<file path="src/rtl/mul_defs.sv">
// Shared definitions for the Booth multiplier: operand width, FSM encoding
// and the Add_ctrl polarity of the CLA_8bit adder/subtractor.
package mul_defs;

  localparam int WIDTH = 8;
  localparam int ITER  = WIDTH;

  // CLA_8bit: Add_ctrl=1 adds B, Add_ctrl=0 subtracts B
  localparam logic ADD = 1'b1;
  localparam logic SUB = 1'b0;

  typedef enum logic [1:0] {
    S_IDLE = 2'd0,
    S_CALC = 2'd1,
    S_DONE = 2'd2
  } state_t;

endpackage

</file>
<file path="src/rtl/CLA_8bit.sv">
// 8-bit carry-lookahead adder/subtractor built from two 4-bit lookahead
// groups. Subtraction inverts B and injects a carry of one.
module CLA_8bit (
  input  logic [7:0] A,
  input  logic [7:0] B,
  input  logic       Add_ctrl,
  output logic [7:0] SUM,
  output logic       C_out,
  output logic       v
);

  logic [7:0] bx;
  logic [7:0] g;
  logic [7:0] p;
  logic [8:0] c;

  // Carries c[i+1..i+4] of one 4-bit group, expanded two-level lookahead.
  function automatic logic [3:0] la4(input logic [3:0] gg, input logic [3:0] pp,
                                     input logic ci);
    logic [3:0] co;
    co[0] = gg[0] | (pp[0] & ci);
    co[1] = gg[1] | (pp[1] & gg[0]) | (pp[1] & pp[0] & ci);
    co[2] = gg[2] | (pp[2] & gg[1]) | (pp[2] & pp[1] & gg[0])
          | (pp[2] & pp[1] & pp[0] & ci);
    co[3] = gg[3] | (pp[3] & gg[2]) | (pp[3] & pp[2] & gg[1])
          | (pp[3] & pp[2] & pp[1] & gg[0]) | (pp[3] & pp[2] & pp[1] & pp[0] & ci);
    return co;
  endfunction

  assign bx     = B ^ {8{~Add_ctrl}};
  assign g      = A & bx;
  assign p      = A ^ bx;
  assign c[0]   = ~Add_ctrl;
  assign c[4:1] = la4(g[3:0], p[3:0], c[0]);
  assign c[8:5] = la4(g[7:4], p[7:4], c[4]);

  assign SUM   = p ^ c[7:0];
  assign C_out = c[8];
  assign v     = c[8] ^ c[7];

endmodule

</file>
<file path="src/rtl/booth_mul_8bit.sv">
// Sequential signed 8x8 radix-2 Booth multiplier. One Booth step per cycle
// through the shared CLA_8bit; 9 cycles from accepted start to done.
//
// state  | meaning
// S_IDLE | waiting for start
// S_CALC | 8 Booth add/sub + arithmetic shift steps, busy=1
// S_DONE | one cycle, done=1, product valid; start here chains directly
module booth_mul_8bit
  import mul_defs::*;
(
  input  logic                 clk,
  input  logic                 rst_n,
  input  logic                 start,
  input  logic [WIDTH-1:0]     multiplicand,
  input  logic [WIDTH-1:0]     multiplier,
  output logic                 busy,
  output logic                 done,
  output logic [2*WIDTH-1:0]   product
);

  localparam logic [2:0] LAST = 3'(ITER - 1);

  state_t             state;
  logic [WIDTH-1:0]   m_reg;
  logic [WIDTH-1:0]   acc;
  logic [WIDTH-1:0]   q;
  logic               qm1;
  logic [2:0]         count;

  logic [1:0]         booth_op;
  logic               op_step;
  logic               add_ctrl;
  logic [WIDTH-1:0]   cla_sum;
  logic               cla_v;
  logic               unused_cout;
  logic [WIDTH-1:0]   sum_p;
  logic               true_sign;
  logic [WIDTH-1:0]   acc_nxt;
  logic [WIDTH-1:0]   q_nxt;

  CLA_8bit u_cla (
    .A        (acc),
    .B        (m_reg),
    .Add_ctrl (add_ctrl),
    .SUM      (cla_sum),
    .C_out    (unused_cout),
    .v        (cla_v)
  );

  // Booth decode and the 17-bit arithmetic shift; the shifted-in sign is
  // corrected by the CLA overflow so acc-(-128) keeps the right sign.
  always_comb begin
    booth_op  = {q[0], qm1};
    op_step   = booth_op[1] ^ booth_op[0];
    add_ctrl  = (booth_op == 2'b01) ? ADD : SUB;
    sum_p     = op_step ? cla_sum : acc;
    true_sign = sum_p[WIDTH-1] ^ (op_step & cla_v);
    acc_nxt   = {true_sign, sum_p[WIDTH-1:1]};
    q_nxt     = {sum_p[0], q[WIDTH-1:1]};
  end

  // Control FSM, operand capture, shift register and registered outputs.
  always_ff @(posedge clk) begin
    if (!rst_n) begin
      state   <= S_IDLE;
      busy    <= 1'b0;
      done    <= 1'b0;
      product <= '0;
      m_reg   <= '0;
      acc     <= '0;
      q       <= '0;
      qm1     <= 1'b0;
      count   <= '0;
    end else begin
      done <= 1'b0;
      case (state)
        S_IDLE, S_DONE: begin
          if (start) begin
            m_reg <= multiplicand;
            q     <= multiplier;
            acc   <= '0;
            qm1   <= 1'b0;
            count <= '0;
            busy  <= 1'b1;
            state <= S_CALC;
          end else begin
            state <= S_IDLE;
          end
        end
        S_CALC: begin
          acc   <= acc_nxt;
          q     <= q_nxt;
          qm1   <= q[0];
          count <= count + 3'd1;
          if (count == LAST) begin
            state   <= S_DONE;
            busy    <= 1'b0;
            done    <= 1'b1;
            product <= {acc_nxt, q_nxt};
          end
        end
        default: begin
          state <= S_IDLE;
          busy  <= 1'b0;
        end
      endcase
    end
  end

endmodule

</file>
<file path="config.mk">
export PLATFORM = sky130hd
export DESIGN_NAME = booth_mul_8bit
export DESIGN_NICKNAME = d
export VERILOG_FILES = /design/src/rtl/mul_defs.sv /design/src/rtl/CLA_8bit.sv /design/src/rtl/booth_mul_8bit.sv
export SDC_FILE = /design/constraint.sdc
export NUM_CORES = 1
export LEC_CHECK = 0
export CAP_MARGIN = 20
export CORE_MARGIN = 2
export CORE_UTILIZATION = 50
export CTS_CLUSTER_DIAMETER = 30
export CTS_CLUSTER_SIZE = 16
export DETAILED_ROUTE_END_ITERATION = 8
export PLACE_DENSITY_LB_ADDON = 0.1
export SLEW_MARGIN = 10
export SYNTH_ARGS = -nofsm -noshare
export SYNTH_HDL_FRONTEND = slang
export SYNTH_SLANG_ARGS = --single-unit
</file>
<file path="constraint.sdc">
create_clock -name clk -period 3 [get_ports clk]
set_clock_uncertainty 0.1 [all_clocks]
set_input_delay 0.6 -clock clk [delete_from_list [all_inputs] [get_ports clk]]
set_output_delay 0.6 -clock clk [all_outputs]
set_load 0.005 [all_outputs]
</file>
==> summary.md <==
| Metric | Value |
|---|---|
| Run status | complete, no violations |
| Placer congestion estimate | 0.8400 |
| Pin count of the biggest net entering global routing | 28 |
| Number of global-route vias before repair | 1911 |
| Slew Limit Fails | 0 |
| Vias per cell | 5.516 |
| Area grow syn2layout | 21.36% |
| Cell area after technology mapping | 0.002355 mm² |
| Met3 Resource Use GR | 3.315% |
| ANT nets after route | 0 |
| Synth warn | 0 |
| Fraction of the yosys area taken by sequential cells | 40.81% |
| Number of top-level design ports | 37 |
| RSZ-0062 raised after global routing | false |
| DR WL/cell | 13.87 µm |
| Required time worst endpoint | 3.14 ns |
| Worst hold endpoint | product[3] |
| Congestion Overflow GR | 0 |
| Pwr dens | 488.7 mW/mm² |
| Clock sink total | 48 |
| Achievable clock frequency | 356.7 MHz |
| Number of hold violations in the final report | 0 |
| Share of the clock period used by the worst path after layout | 93.45% |
| Startpoint of the tightest hold check path | product[3] |
| Share of layout cells above drive strength 1 | 6.832% |
| Most heavily used metal layer in global routing | met2 |
| Critical register-to-register path endpoint | acc[3] |
| Initial cell density of the core | 52.98% |
| Async set or reset register ratio after synthesis | 0% |
| Antenna diode count | 0 |
| Post-route minimum period | 2.804 ns |
| Worst hold path class | reg -> reg |
| Fraction of met1 tracks used by global routing | 29.97% |
| Final setup slack of the worst path | 0.1964 ns |
| Critical path capture point type | flip-flop |
| Cells on Worst Hold Path | 2 |
| Number of H-tree levels | 2 |
| Die area | 0.005274 mm² |
| Syn Inst Count | 289 |
| Die H | 72.63 µm |
| Via count | 2063 |
| Summed negative setup slack over all endpoints | 0 ns |
| Max VDD drop | 0.0002948 V |
| # Max-Cap Violations | 0 |
| Leak | 1.078 nW |
| Most used flip-flop cell after synthesis | sky130_fd_sc_hd__dfxtp_1 |
| Netlist cell types | 43 |
| TritonCTS buffer count | 5 |
| Number of violations reported at the end of detailed-routing iteration 0 | 133 |
| Final setup fails | 0 |
| Max FFs per register | 16 |
| Setup Buffers After CTS | 0 |
| Register bit count reported by yosys | 48 |
| Main area contributors after synthesis | sky130_fd_sc_hd__dfxtp_1, sky130_fd_sc_hd__nand2_1, sky130_fd_sc_hd__a21oi_1, sky130_fd_sc_hd__ha_1, sky130_fd_sc_hd__nor2_1 |
| Overall power | 1.397 mW |
| Nets in the synthesized netlist | 320 |
| First-pass GRT wire length | 8963 µm |
| Number of buffers added on ports | 36 |
| Maximum fanout encountered on the critical timing path | 5 |
| Clock Root Buffer | sky130_fd_sc_hd__clkbuf_8 |
| Clock slew at reported path FFs | 0.09 ns |
| X dimension of the die | 72.63 µm |
| Top register by number of flip-flops | product |
| Placeable core area | 0.004444 mm² |
| Share of Yosys cell area claimed by the top area cell type | 40.81% |
| Global routing met2 resource utilization | 34.65% |
| WS Path Type | reg -> reg |
| Skew-Pair Late Insertion Delay | 0.29 ns |
| Detailed placer's ending HPWL | 3790 µm |
| Setup slack of the most critical reg-to-reg path | 0.20 ns |
| Number of antenna violations at the first check in global routing | 0 |
| All-layer global routing usage | 21.52% |
| Filler Cells Inserted | 411 |
| Worst-case reg-to-reg path depth | 12 |
| Avg Cell Area, Syn | 8.148 µm² |
| Worst r2r src | q[0] |
| Startpoint class of the critical path | flip-flop |
| Arrival time worst endpoint | 2.94 ns |
| Final wirelength | 5189 µm |
| Detailed-routing iteration count for the pre-antenna-repair pass | 4 |
| Post-synth top cells | sky130_fd_sc_hd__nand2_1, sky130_fd_sc_hd__dfxtp_1, sky130_fd_sc_hd__nor2_1 |
| Remaining design rule violation count | 0 |
| Worst slew margin | 42.95% |
| EDFF count, synth | 0 |
| Number of standard-cell rows in the floorplan | 24 |
| Nets | 353 |
| Most frequent cell after synthesis | sky130_fd_sc_hd__nand2_1 |
| Worst-Margin Slew | 0.8558 ns |
| Pre-CTS WS | 0.1450 ns |
| TritonCTS clock tree | built |
| Synth area leader | sky130_fd_sc_hd__dfxtp_1 |
| Number of buffers between clock root and the deepest sink | 2 |
## cells by family after synthesis
| kind of cell | share of synthesized area [%] |
|---|---|
| flip-flops | 40.81 |
| AO/OA/AOI/OAI | 21.04 |
| adder cells (fa/ha/maj) | 6.695 |
| AND/OR/NAND/NOR | 21.84 |
| buffers and inverters | 4.197 |
| XOR/XNOR | 3.720 |
| multiplexers | 1.700 |
## cell type report
cell class / instances / area, µm² / area share, %
clock buffer: 6 / 82.58 / 2.890
clock inverter: 1 / 8.758 / 0.3065
sequential: 48 / 960.9 / 33.63
inverter: 6 / 22.52 / 0.7881
timing repair buffer: 44 / 420.4 / 14.71
multi-input combinational: 217 / 1297 / 45.40
tap: 52 / 65.06 / 2.277
## routing by layer
| metal | up-vias | routed length (µm) |
|---|---|---|
| li1 | 1065 | - |
| met1 | 951 | 2563 |
| met2 | 43 | 2365 |
| met3 | 4 | 209 |
| met4 | 0 | 51 |
| met5 | - | 0 |
## what timing repair did
item | in CTS | in global routing
endpoints found under the setup margin | 0 | 4
hold buffers | 0 | 0
gates resized for setup | 0 | 2
## critical path: stages (launching register included)
cell	delay [ns]
sky130_fd_sc_hd__dfxtp_1	0.36
sky130_fd_sc_hd__inv_1	0.06
sky130_fd_sc_hd__ha_2	0.22
sky130_fd_sc_hd__xnor2_1	0.14
sky130_fd_sc_hd__ha_1	0.27
sky130_fd_sc_hd__nor2b_4	0.13
sky130_fd_sc_hd__o31a_4	0.30
sky130_fd_sc_hd__o21a_1	0.21
sky130_fd_sc_hd__nor2_1	0.14
sky130_fd_sc_hd__fa_1	0.44
sky130_fd_sc_hd__mux2i_1	0.19
sky130_fd_sc_hd__a22oi_1	0.09
sky130_fd_sc_hd__nor2_1	0.10
## report_power, final
part	switching, mW	total (mW)	internal [mW]
clock	0.208	0.392	0.184
combinational	0.171	0.315	0.144
sequential	0.0241	0.689	0.665
## worst max-delay path by stage
| stage | startpoint | end | cells after the start |
|---|---|---|---|
| floorplan | q[0] | product[11] | 13 |
| global placement | q[0] | product[11] | 12 |
| detailed placement | q[0] | acc[3] | 12 |
| CTS | q[0] | acc[3] | 12 |
| global route | q[0] | acc[3] | 12 |
| finish | q[0] | acc[3] | 12 |
## placed cells by master, fill, tap and decap left out, drive strengths merged
cell and instances:
clkdlybuf4s50 36, a211oi 4, nor2 29, mux2i 4
or3 3, nand2b 2, nand2 57, inv 5
fa 1, xnor2 9, dfxtp 48, and2 3
o21ai 11, buf 8, a22oi 6, a21boi 1
clkinv 2, nor3 6, nor4 1, xor2 1
a21o 2, o21bai 1, ha 11, o21a 2
a31oi 5, o221ai 1, a311oi 9, o41ai 1
nor2b 8, nand3 6, o311ai 1, o31a 1
and3 2, o22ai 1, a21oi 28, clkbuf 6
## stage by stage
stage          area [µm²]  hold slack, ns  instances  util (%)
5_1_grt              2858          0.3820        374     64.30
4_1_cts              2855          0.3596        374     64.25
2_1_floorplan        2355          0.3455        289         -
3_5_place_dp         2764          0.3470        367     62.19
3_3_place_gp         2764          0.3436        367     62.19
6_report             2858          0.3551        374     64.30
(Power assumes the default switching activity.)
